[src/rtl/read_req_id_mc_fifo_pkg.sv]
// rtl/read_req_id_mc_fifo_pkg.sv - shared frontend command types for the read request ID FIFO
package read_req_id_mc_fifo_pkg;

    localparam int REQ_ID_W = 5;

    // One read request ID as carried through the frontend
    typedef logic [REQ_ID_W-1:0] req_id_t;

    // Channel index wide enough to hold every legal channel count (1..16)
    typedef logic [4:0] ch_idx_t;

    // Channel select width; a single channel still gets a 1-bit select
    function automatic int ch_width(input int num_ch);
        return (num_ch > 1) ? $clog2(num_ch) : 1;
    endfunction

endpackage

[src/rtl/req_id_fifo_ch.sv]
// rtl/req_id_fifo_ch.sv - one circular request ID channel with registered flags
module req_id_fifo_ch #(
    parameter int DATA_WIDTH   = 5,
    parameter int ADDR_WIDTH   = 4,
    parameter int AFULL_THRESH = 12,
    localparam int PW          = ADDR_WIDTH + 1,
    localparam int DEPTH       = 1 << ADDR_WIDTH
) (
    input  logic                  clk,
    input  logic                  rst_n,
    input  logic                  push,
    input  logic                  pop,
    input  logic [DATA_WIDTH-1:0] data,
    output logic [DATA_WIDTH-1:0] head,
    output logic                  empty,
    output logic                  full,
    output logic                  afull,
    output logic [PW-1:0]         count
);

    localparam logic [PW-1:0] AFULL_LVL = PW'(AFULL_THRESH);

    logic [PW-1:0]         wr_ptr;
    logic [PW-1:0]         rd_ptr;
    logic [PW-1:0]         wr_nxt;
    logic [PW-1:0]         rd_nxt;
    logic [PW-1:0]         cnt_nxt;
    logic [DATA_WIDTH-1:0] mem [DEPTH];

    // Next-state pointers; flags are derived from these so they are valid the cycle after an op
    always_comb begin
        wr_nxt  = wr_ptr + PW'(push);
        rd_nxt  = rd_ptr + PW'(pop);
        cnt_nxt = wr_nxt - rd_nxt;
    end

    // Pointer and flag registers; reset discards all entries at once
    always_ff @(posedge clk or negedge rst_n) begin
        if (!rst_n) begin
            wr_ptr <= '0;
            rd_ptr <= '0;
            empty  <= 1'b1;
            full   <= 1'b0;
            afull  <= 1'b0;
            count  <= '0;
        end else begin
            wr_ptr <= wr_nxt;
            rd_ptr <= rd_nxt;
            empty  <= (wr_nxt == rd_nxt);
            full   <= (wr_nxt == {~rd_nxt[PW-1], rd_nxt[PW-2:0]});
            afull  <= (cnt_nxt >= AFULL_LVL);
            count  <= cnt_nxt;
        end
    end

    // Entry storage; a write to a full channel with a same-cycle pop reuses the head slot
    always_ff @(posedge clk or negedge rst_n) begin
        if (!rst_n) begin
            for (int i = 0; i < DEPTH; i++) begin
                mem[i] <= '0;
            end
        end else if (push) begin
            mem[wr_ptr[ADDR_WIDTH-1:0]] <= data;
        end
    end

    // Fall-through head of the channel
    assign head = mem[rd_ptr[ADDR_WIDTH-1:0]];

    a_reset_vals: assert property (@(posedge clk)
        !rst_n |-> (wr_ptr == '0 && rd_ptr == '0 && empty && !full && count == '0));

    a_wr_step: assert property (@(posedge clk) disable iff (!rst_n)
        $past(rst_n) |-> (wr_ptr == $past(wr_ptr) + PW'($past(push))));

    a_rd_step: assert property (@(posedge clk) disable iff (!rst_n)
        $past(rst_n) |-> (rd_ptr == $past(rd_ptr) + PW'($past(pop))));

    a_wr_data: assert property (@(posedge clk) disable iff (!rst_n)
        push |=> (mem[$past(wr_ptr[ADDR_WIDTH-1:0])] == $past(data)));

    a_no_pop_empty: assert property (@(posedge clk) disable iff (!rst_n)
        pop |-> !empty);

    a_no_push_full: assert property (@(posedge clk) disable iff (!rst_n)
        (push && !pop) |-> !full);

endmodule

[src/rtl/read_req_id_mc_fifo.sv]
// rtl/read_req_id_mc_fifo.sv - multi-channel read request ID FIFO with sticky error flags
module read_req_id_mc_fifo
    import read_req_id_mc_fifo_pkg::*;
#(
    parameter int DATA_WIDTH   = 5,
    parameter int ADDR_WIDTH   = 4,
    parameter int NUM_CH       = 4,
    parameter int AFULL_THRESH = 12,
    localparam int CH_W        = ch_width(NUM_CH),
    localparam int CW          = ADDR_WIDTH + 1
) (
    input  logic                 i_clk,
    input  logic                 i_rst_n,
    input  logic                 i_wr_en,
    input  logic [CH_W-1:0]      i_wr_ch,
    input  req_id_t              i_data,
    input  logic                 i_rd_en,
    input  logic [CH_W-1:0]      i_rd_ch,
    input  logic                 i_err_clr,
    output req_id_t              o_data,
    output logic [NUM_CH-1:0]    o_empty,
    output logic [NUM_CH-1:0]    o_full,
    output logic [NUM_CH-1:0]    o_afull,
    output logic [NUM_CH*CW-1:0] o_count,
    output logic                 o_ovf_err,
    output logic                 o_udf_err
);

    localparam ch_idx_t NUM_CH_IDX = ch_idx_t'(NUM_CH);

    ch_idx_t               wr_idx;
    ch_idx_t               rd_idx;
    logic                  wr_ch_ok;
    logic                  rd_ch_ok;
    logic                  sel_empty;
    logic                  sel_full;
    logic                  rd_acc;
    logic                  pass_thru;
    logic                  wr_acc;
    logic                  wr_rej;
    logic                  rd_rej;
    logic [NUM_CH-1:0]     push;
    logic [NUM_CH-1:0]     pop;
    logic [DATA_WIDTH-1:0] head [NUM_CH];

    // Channel decode and acceptance: reads never pass on an empty channel, writes to a full one only with a same-channel pop
    always_comb begin
        wr_idx    = ch_idx_t'(i_wr_ch);
        rd_idx    = ch_idx_t'(i_rd_ch);
        wr_ch_ok  = (wr_idx < NUM_CH_IDX);
        rd_ch_ok  = (rd_idx < NUM_CH_IDX);
        sel_empty = rd_ch_ok ? o_empty[i_rd_ch] : 1'b1;
        sel_full  = wr_ch_ok ? o_full[i_wr_ch] : 1'b1;
        rd_acc    = i_rd_en && rd_ch_ok && !sel_empty;
        pass_thru = rd_acc && (i_rd_ch == i_wr_ch);
        wr_acc    = i_wr_en && wr_ch_ok && (!sel_full || pass_thru);
        wr_rej    = i_wr_en && !wr_acc;
        rd_rej    = i_rd_en && !rd_acc;
        push      = '0;
        pop       = '0;
        if (wr_acc) begin
            push[i_wr_ch] = 1'b1;
        end
        if (rd_acc) begin
            pop[i_rd_ch] = 1'b1;
        end
        o_data = rd_ch_ok ? req_id_t'(head[i_rd_ch]) : '0;
    end

    for (genvar c = 0; c < NUM_CH; c++) begin : g_ch
        req_id_fifo_ch #(
            .DATA_WIDTH   (DATA_WIDTH),
            .ADDR_WIDTH   (ADDR_WIDTH),
            .AFULL_THRESH (AFULL_THRESH)
        ) u_ch (
            .clk   (i_clk),
            .rst_n (i_rst_n),
            .push  (push[c]),
            .pop   (pop[c]),
            .data  (i_data),
            .head  (head[c]),
            .empty (o_empty[c]),
            .full  (o_full[c]),
            .afull (o_afull[c]),
            .count (o_count[c*CW +: CW])
        );
    end

    // Sticky error flags; a new rejection wins over a same-cycle clear
    always_ff @(posedge i_clk or negedge i_rst_n) begin
        if (!i_rst_n) begin
            o_ovf_err <= 1'b0;
            o_udf_err <= 1'b0;
        end else begin
            if (wr_rej) begin
                o_ovf_err <= 1'b1;
            end else if (i_err_clr) begin
                o_ovf_err <= 1'b0;
            end
            if (rd_rej) begin
                o_udf_err <= 1'b1;
            end else if (i_err_clr) begin
                o_udf_err <= 1'b0;
            end
        end
    end

endmodule

[config.mk]
export PLATFORM = sky130hd
export DESIGN_NAME = read_req_id_mc_fifo
export DESIGN_NICKNAME = d
export VERILOG_FILES = /design/src/rtl/read_req_id_mc_fifo_pkg.sv /design/src/rtl/req_id_fifo_ch.sv /design/src/rtl/read_req_id_mc_fifo.sv
export SDC_FILE = /design/constraint.sdc
export NUM_CORES = 1
export LEC_CHECK = 0
export BUFFER_PORTS_ARGS = -buffer_cell sky130_fd_sc_hd__buf_2
export CORE_UTILIZATION = 57
export DETAILED_ROUTE_END_ITERATION = 16
export PLACE_DENSITY = 0.88
export SYNTH_ARGS = -nofsm -noshare
export SYNTH_HDL_FRONTEND = slang
export SYNTH_HIERARCHICAL = 1
export SYNTH_SLANG_ARGS = --single-unit
[constraint.sdc]
create_clock -name i_clk -period 3.5 [get_ports i_clk]
set_input_delay 0.175 -clock i_clk [delete_from_list [all_inputs] [get_ports i_clk]]
set_output_delay 0.175 -clock i_clk [all_outputs]
set_load 0.005 [all_outputs]
==> results of run 1 <==
-- flip-flops by register name (all words and copies together), names as in the netlist --
| register | cells |
|---|---|
| o_udf_err | 1 |
| g_ch.u_ch/afull | 4 |
| g_ch.u_ch/rd_ptr | 20 |
| g_ch.u_ch/mem | 320 |
| g_ch.u_ch/empty | 4 |
| o_ovf_err | 1 |
| g_ch.u_ch/wr_ptr | 20 |
| g_ch.u_ch/count | 20 |
| g_ch.u_ch/full | 4 |
-- critical path, delay by kind of cell (launching register included) --
kind / cells / cell delay (ns)
AO/OA/AOI/OAI: 6 / 1.21
XOR/XNOR: 1 / 0.23
adder cells (fa/ha/maj): 3 / 0.73
buffers and inverters: 1 / 0.18
flip-flops: 1 / 0.38
multiplexers: 1 / 0.29
AND/OR/NAND/NOR: 1 / 0.22
-- layer usage --
metal / GRT usage (%) / share of wire, %
met2: 41.10 / 49
met5: 0 / 0
met3: 4.550 / 5.5
met1: 35.12 / 43
met4: 7.765 / 2.9
-- metrics by stage --
step,instances,hold WS (ns)
2_1_floorplan,1194,-0.1206
3_3_place_gp,1644,0.2711
4_1_cts,1724,0.2188
5_1_grt,1724,0.2535
3_5_place_dp,1644,0.2672
6_report,1724,0.2409
-- worst max path at each step --
stage                                   from                  to  cells after the start
final                     g_ch[2].u_ch/empty  g_ch[3].u_ch/afull                     13
after global routing      g_ch[2].u_ch/empty  g_ch[3].u_ch/afull                     13
after CTS                  g_ch[2].u_ch/full  g_ch[3].u_ch/afull                     13
after detailed placement          i_rd_ch[1]  g_ch[3].u_ch/afull                     14
after global placement            i_rd_ch[1]  g_ch[3].u_ch/afull                     14
after floorplan            g_ch[3].u_ch/full  g_ch[3].u_ch/afull                     12
-- kinds of logic after synthesis --
kind of cell / Yosys count / synth area share, %
compound gates: 38 / 1.760
xor+xnor: 47 / 2.542
fa+ha+maj: 33 / 2.192
buf+inv: 100 / 2.549
flops: 394 / 53.17
mux: 429 / 33.31
simple gates: 153 / 4.478
-- layout make-up --
class,instances,area (µm²),area share [%]
Tap cell,435,544.3,2.623
Timing Repair Buffer,86,588.1,2.834
Inverter,35,131.4,0.6331
Clock inverter,11,121.4,0.5849
Multi-Input combinational cell,700,8252,39.77
Clock buffer,63,1249,6.018
Sequential cell,394,9864,47.54
-- cells in the mapped netlist, types with 4 or more instances --
cell      count
clkbuf_2      6
nand3_1      18
maj3_2        5
ha_1         28
mux2_2      303
nand3b_1     10
buf_6         7
buf_2         9
nand2_1      15
xor2_1       19
xor2_2        4
mux4_2       64
a21o_1        4
a21bo_2       4
xnor2_2       4
or3_1        10
nand4_1       8
dfrtp_1     390
nor2_1       41
inv_1        33
nor2b_1       8
buf_4         7
nor3_1        6
nor3b_1       6
mux4_1       42
xnor2_1      20
a21oi_1       8
clkbuf_1     36
nand2b_1     16
dfstp_2       4
mux2_1       19
-- layout by cell type (no fill, tap or decap), drive strengths merged, types with 5 or more instances in the layout --
cell / instances
a21oi: 11
nor3b: 6
buf: 81
xnor2: 24
nor2b: 8
dlygate4sd3: 5
nand3b: 10
clkinv: 7
nor3: 7
inv: 38
maj3: 5
nand2b: 16
mux2: 322
mux4: 106
nand2: 15
or3: 10
nand4: 8
xor2: 23
nand3: 18
a21o: 7
clkbuf: 63
nor2: 41
ha: 28
dfrtp: 390
-- what timing repair did --
action / in CTS / in global routing
hold buffers: 5 / 0
pin swaps: 1 / 0
endpoints found under the setup margin: 1 / 2
resized for setup: 0 / 6
hold endpoints to repair: 93 / 0
setup buffers: 1 / 0
-- power groups by stage --
| stage | registers, µW | logic [µW] | clock network, µW |
|---|---|---|---|
| floorplan | 6640 | 4630 | 0 |
| finish | 7070 | 6220 | 4330 |
| CTS | 7050 | 6140 | 4400 |
| detailed placement | 7100 | 6020 | 0 |
| global placement | 6980 | 5830 | 0 |
| global route | 7250 | 6600 | 4600 |
==> flow_metrics.tcl, run 1 <==
set metrics [dict create \
    grt_pass1_wl_um 64820 \
    cp-start-kind "register" \
    nets 1300 \
    pwr-share-comb_pct 35.3 \
    ys_seq_area_share_pct 53.17 \
    switching_share_pct 32.62 \
    die_w_um 182.4 \
    clock_latency_ns 0.54 \
    clock_power_share_pct 24.6 \
    hold_viol 0 \
    cp_common_cell "ha_1" \
    setup_viol 0 \
    synthFlopType "dfrtp_1" \
    synth_top_area_share_pct 52.60 \
    synth_area_um2 18550 \
    p_sw_uw 5746 \
    vias 10639 \
    die_area_um2 33280 \
    min_period_ns 3.356 \
    tightest_slew_ns 1.292 \
    critPathSlowestCell "dfstp_2" \
    syn_avg_cell_area_um2 15.54 \
    power_density_nw_per_um2 848.9 \
    relSlewSlack_pct 13.86 \
    routed_via_density 6.171 \
    floorplan.initialDensity_pct 58.35 \
    grt_antenna_before_repair 0 \
    path_cells "mux2_2, o22ai_2, a31oi_4, nor3b_2, buf_4, ha_1, ha_1, xnor2_2, ha_2, a211oi_2, o41ai_2, a21boi_0, a221o_1" \
    grt_max_degree 101 \
    placed_area_um2 19290 \
    synth_seq_cells 394 \
    fin_skew_ns 0.01844 \
    clkTransAtPathRegs_ns 0.06 \
    crit_required_ns 3.92 \
    power.leakage_uw 0.009846 \
    fin_util_pct 65.25 \
    drtPass1Iterations 5 \
    ys_warn_count 6 \
    grt_pass1_vias 11258 \
    drtIter0Drc 822 \
    tns_ns 0 \
    synthDistinctLibCells 57 \
    synth_edf_count 0 \
    ios 53 \
    ys_top_cells_by_area "dfrtp_1, mux2_2, mux4_2" \
    grt-ovfl-total 0 \
    wl_per_cell_um 23.49 \
    critPathMaxStageDelay_ns 0.38 \
    place_hpwl_um 26190 \
    clk_path_buf_depth 3 \
    cts_max_level 2 \
    holdCritPathClass "input pin to register" \
    worst_slack_ns 0.1441 \
    cts_made_buffers 41 \
    min_period_over_period_pct 95.88 \
    fmax_mhz 298.0 \
    r2r-start "g_ch[2].u_ch/empty" \
    status "completed" \
    p_seq_share_pct 40.1 \
    whs_endpoint "g_ch[0].u_ch/wr_ptr[0]" \
    cp-end-kind "register" \
    synth_top_area_cell "dfrtp_1" \
    place.port_buffers 52 \
    ant_nets 0 \
    r2r_slack_ns 0.14 \
    async_flop_share_pct 100.0 \
    cts_sinks 394 \
    pre_cts_ws_ns -0.01422 \
    total_power_uw 17620 \
    intPower_uw 11870 \
    worstPathArrival_ns 3.77 \
    peakVddDrop_mv 0.4873 \
    reg2reg_depth 13 \
    max_cap_violations 0 \
    nFillCells 2073 \
    finalInstanceArea_um2 20750 \
    worstReg2RegEnd "g_ch[3].u_ch/afull" \
    cts_tree "yes" \
    worstHoldStart "i_wr_ch[0]" \
    n_antenna_cell 0 \
    syn_inst 1194 \
    crit_type "register to register" \
    gp_congestion 0.9112 \
    critPathMaxFanout 7 \
    synth_nets 1236 \
    drt_wl_total_um 40500 \
    drive_above_1_share_pct 43.21 \
    coreArea_um2 31800 \
    syn2layout_area_growth_pct 11.83 \
    grt.total_usage_pct 25.32 \
    route.detailed.drc 0 \
    die-height_um 182.4 \
    holdPathStages 3 \
    root_buffer "clkbuf_16" \
    drv_slew 0 \
    row_count 65 \
]
Note: power is estimated with default switching activity, not from simulation.
==> run 2: changes to the inputs <==
--- a/config.mk
+++ b/config.mk
@@ -6,9 +6,9 @@
 export NUM_CORES = 1
 export LEC_CHECK = 0
 export BUFFER_PORTS_ARGS = -buffer_cell sky130_fd_sc_hd__buf_2
-export CORE_UTILIZATION = 57
+export CORE_UTILIZATION = 65
 export DETAILED_ROUTE_END_ITERATION = 16
-export PLACE_DENSITY = 0.88
+export PLACE_DENSITY = 0.94
 export SYNTH_ARGS = -nofsm -noshare
 export SYNTH_HDL_FRONTEND = slang
 export SYNTH_HIERARCHICAL = 1
==> constraint.sdc (replaced) <==
create_clock -name i_clk -period 4.3 [get_ports i_clk]
set_input_delay 0.215 -clock i_clk [delete_from_list [all_inputs] [get_ports i_clk]]
set_output_delay 0.215 -clock i_clk [all_outputs]
set_load 0.005 [all_outputs]
==> run 2 against run 1 <==
  * Count of clock-buffer cells in the layout fell by 8
  * Non-clock buffer count decreased by 17
  * Critical path depth shrank 1
  * Routed wire length rose by 7.2%
  * Largest cell class unchanged
  * Highest routed layer unchanged
==> flow_metrics.tcl, run 2 (same netlist as run 1, synthesis figures left out) <==
set metrics [dict create \
    min_period_ns 3.874 \
    max_cap_violations 0 \
    reg2reg_depth 12 \
    worstPathArrival_ns 4.29 \
    critPathMaxFanout 5 \
    place.port_buffers 52 \
    holdBufCountCts 4 \
    cts_made_buffers 39 \
    switching_share_pct 33.24 \
    p_seq_share_pct 41.1 \
    total_power_uw 14480 \
    drtIter0Drc 1054 \
    clock_power_share_pct 24.5 \
    cp-end-kind "register" \
    relSlewSlack_pct 12.60 \
    drtPass1Iterations 6 \
    status "completed" \
    grt-ovfl-total 0 \
    rsz0062_at_grt "no" \
    final-instance-count-excl-fill 1645 \
    drt_wl_total_um 43410 \
    peakVddDrop_mv 0.3309 \
    p_sw_uw 4815 \
    routed_via_density 6.746 \
    grt.total_usage_pct 31.39 \
    clk_path_buf_depth 3 \
    r2r_slack_ns 0.43 \
    endpoint "g_ch[2].u_ch/afull" \
    cts_tree "yes" \
    crit_type "register to register" \
    critPathMaxStageDelay_ns 0.87 \
    grt_max_degree 116 \
    min_period_over_period_pct 90.09 \
    route.detailed.drc 0 \
    fin_skew_ns 0.02451 \
    cp_common_cell "ha_1" \
    floorplan.initialDensity_pct 66.42 \
    crit_required_ns 4.72 \
    intPower_uw 9670 \
    coreArea_um2 27930 \
    power_density_nw_per_um2 708.1 \
    drv_slew 0 \
    power.leakage_uw 0.009722 \
    grt_antenna_before_repair 2 \
    tns_ns 0 \
    cts_sinks 394 \
    grt_pass1_vias 11870 \
    fmax_mhz 258.1 \
    die_w_um 171.0 \
    clkTransAtPathRegs_ns 0.06 \
    ios 53 \
    r2r-start "g_ch[2].u_ch/empty" \
    root_buffer "clkbuf_16" \
    layout_common_cells "dfrtp_1, mux2_2, mux4_2" \
    nets 1281 \
    postCtsResizedCells 0 \
    nFillCells 1515 \
    vias 11097 \
    syn2layout_area_growth_pct 10.25 \
    cts_setup_buffers 0 \
    cts_max_level 2 \
    critPathSlowestCell "nor4bb_1" \
    place_hpwl_um 26190 \
    die_area_um2 29220 \
    hold_viol 0 \
    place_inst 1572 \
    final_common_cell "dfrtp_1" \
    cp-start-kind "register" \
    wl_per_cell_um 26.39 \
    path_cells "mux2_2, o22ai_2, a31oi_2, nor4bb_1, ha_1, ha_1, xor2_1, ha_1, a21oi_1, o31ai_2, xnor2_1, a21o_1" \
    drive_above_1_share_pct 41.98 \
    clock_latency_ns 0.54 \
    crit_start "g_ch[2].u_ch/empty" \
    worstReg2RegEnd "g_ch[2].u_ch/afull" \
    ant_nets 0 \
    die-height_um 171.0 \
    setup_viol 0 \
    largest_reg_flops 320 \
    holdCritPathClass "input pin to register" \
    pwr-share-comb_pct 34.4 \
    largest_register "g_ch.u_ch/mem" \
    grt_pass1_wl_um 68940 \
    gp_congestion 0.8830 \
    row_count 61 \
    tightest_slew_ns 1.311 \
]
-- run 2: changes by cell type in the layout (fill, tap and decap cells not counted), sizes merged --
cell,before,now
diode,0,2
dlygate4sd3,5,4
clkinv,7,4
buf,81,65
bufinv,1,5
clkbuf,63,55
-- run 2: how the worst min path moves through the flow --
stage          startpoint                  end  slack, ns  depth (start not counted)
2_1_floorplan     i_rst_n   g_ch[0].u_ch/afull      -0.08                          0
3_3_place_gp      i_rst_n  g_ch[0].u_ch/mem[2]       0.33                          1
3_5_place_dp      i_rst_n  g_ch[0].u_ch/mem[2]       0.34                          1
4_1_cts         i_err_clr            o_ovf_err       0.06                          3
5_1_grt         i_err_clr            o_ovf_err       0.11                          3
6_report        i_err_clr            o_ovf_err       0.08                          3
-- run 2: routing by layer --
metal / global-route usage, % / part of all wire [%]
met5: 0 / 0
met4: 13.74 / 4.5
met3: 6.477 / 7.9
met2: 52.28 / 50
met1: 40.14 / 38
-- run 2: final cells by class --
cell class	instances	area (µm²)	area share [%]
Inverter	35	131.4	0.6422
Clock inverter	12	196.4	0.9603
Tap cell	378	473.0	2.312
Antenna cell	2	5.005	0.02447
Timing Repair Buffer	69	432.9	2.116
Multi-Input combinational cell	700	8217	40.17
Sequential cell	394	9864	48.22
Clock buffer	55	1136	5.554
-- run 2: worst max-delay path, delay by kind of cell, from the launching register on --
family                     cells  cell delay [ns]
AOI/OAI and AO/OA              5             0.99
adders and majority gates      3             0.85
and+or+nand+nor                1             0.87
DFF                            1             0.38
xor gates and xnor gates       2             0.38
muxes                          1             0.29
-- run 2: stage by stage --
stage / hold slack, ns / cell area (µm²) / util, % / setup WS (ns)
after global placement: 0.3309 / 19080 / 68.30 / 0.7874
after global routing: 0.1052 / 20450 / 73.21 / 0.2664
final: 0.08071 / 20460 / 73.23 / 0.4261
after floorplan: -0.08059 / 18550 / - / 0.9352
after CTS: 0.06398 / 20450 / 73.21 / 0.5216
after detailed placement: 0.3380 / 19080 / 68.30 / 0.4831
-- run 2: power by group through the flow --
stage,sequential (µW),clock (µW),combinational (µW)
6_report,5950,3540,4990
5_1_grt,6080,3730,5250
4_1_cts,5920,3590,4930
3_5_place_dp,5900,0,4720
3_3_place_gp,5790,0,4510
2_1_floorplan,5400,0,3770
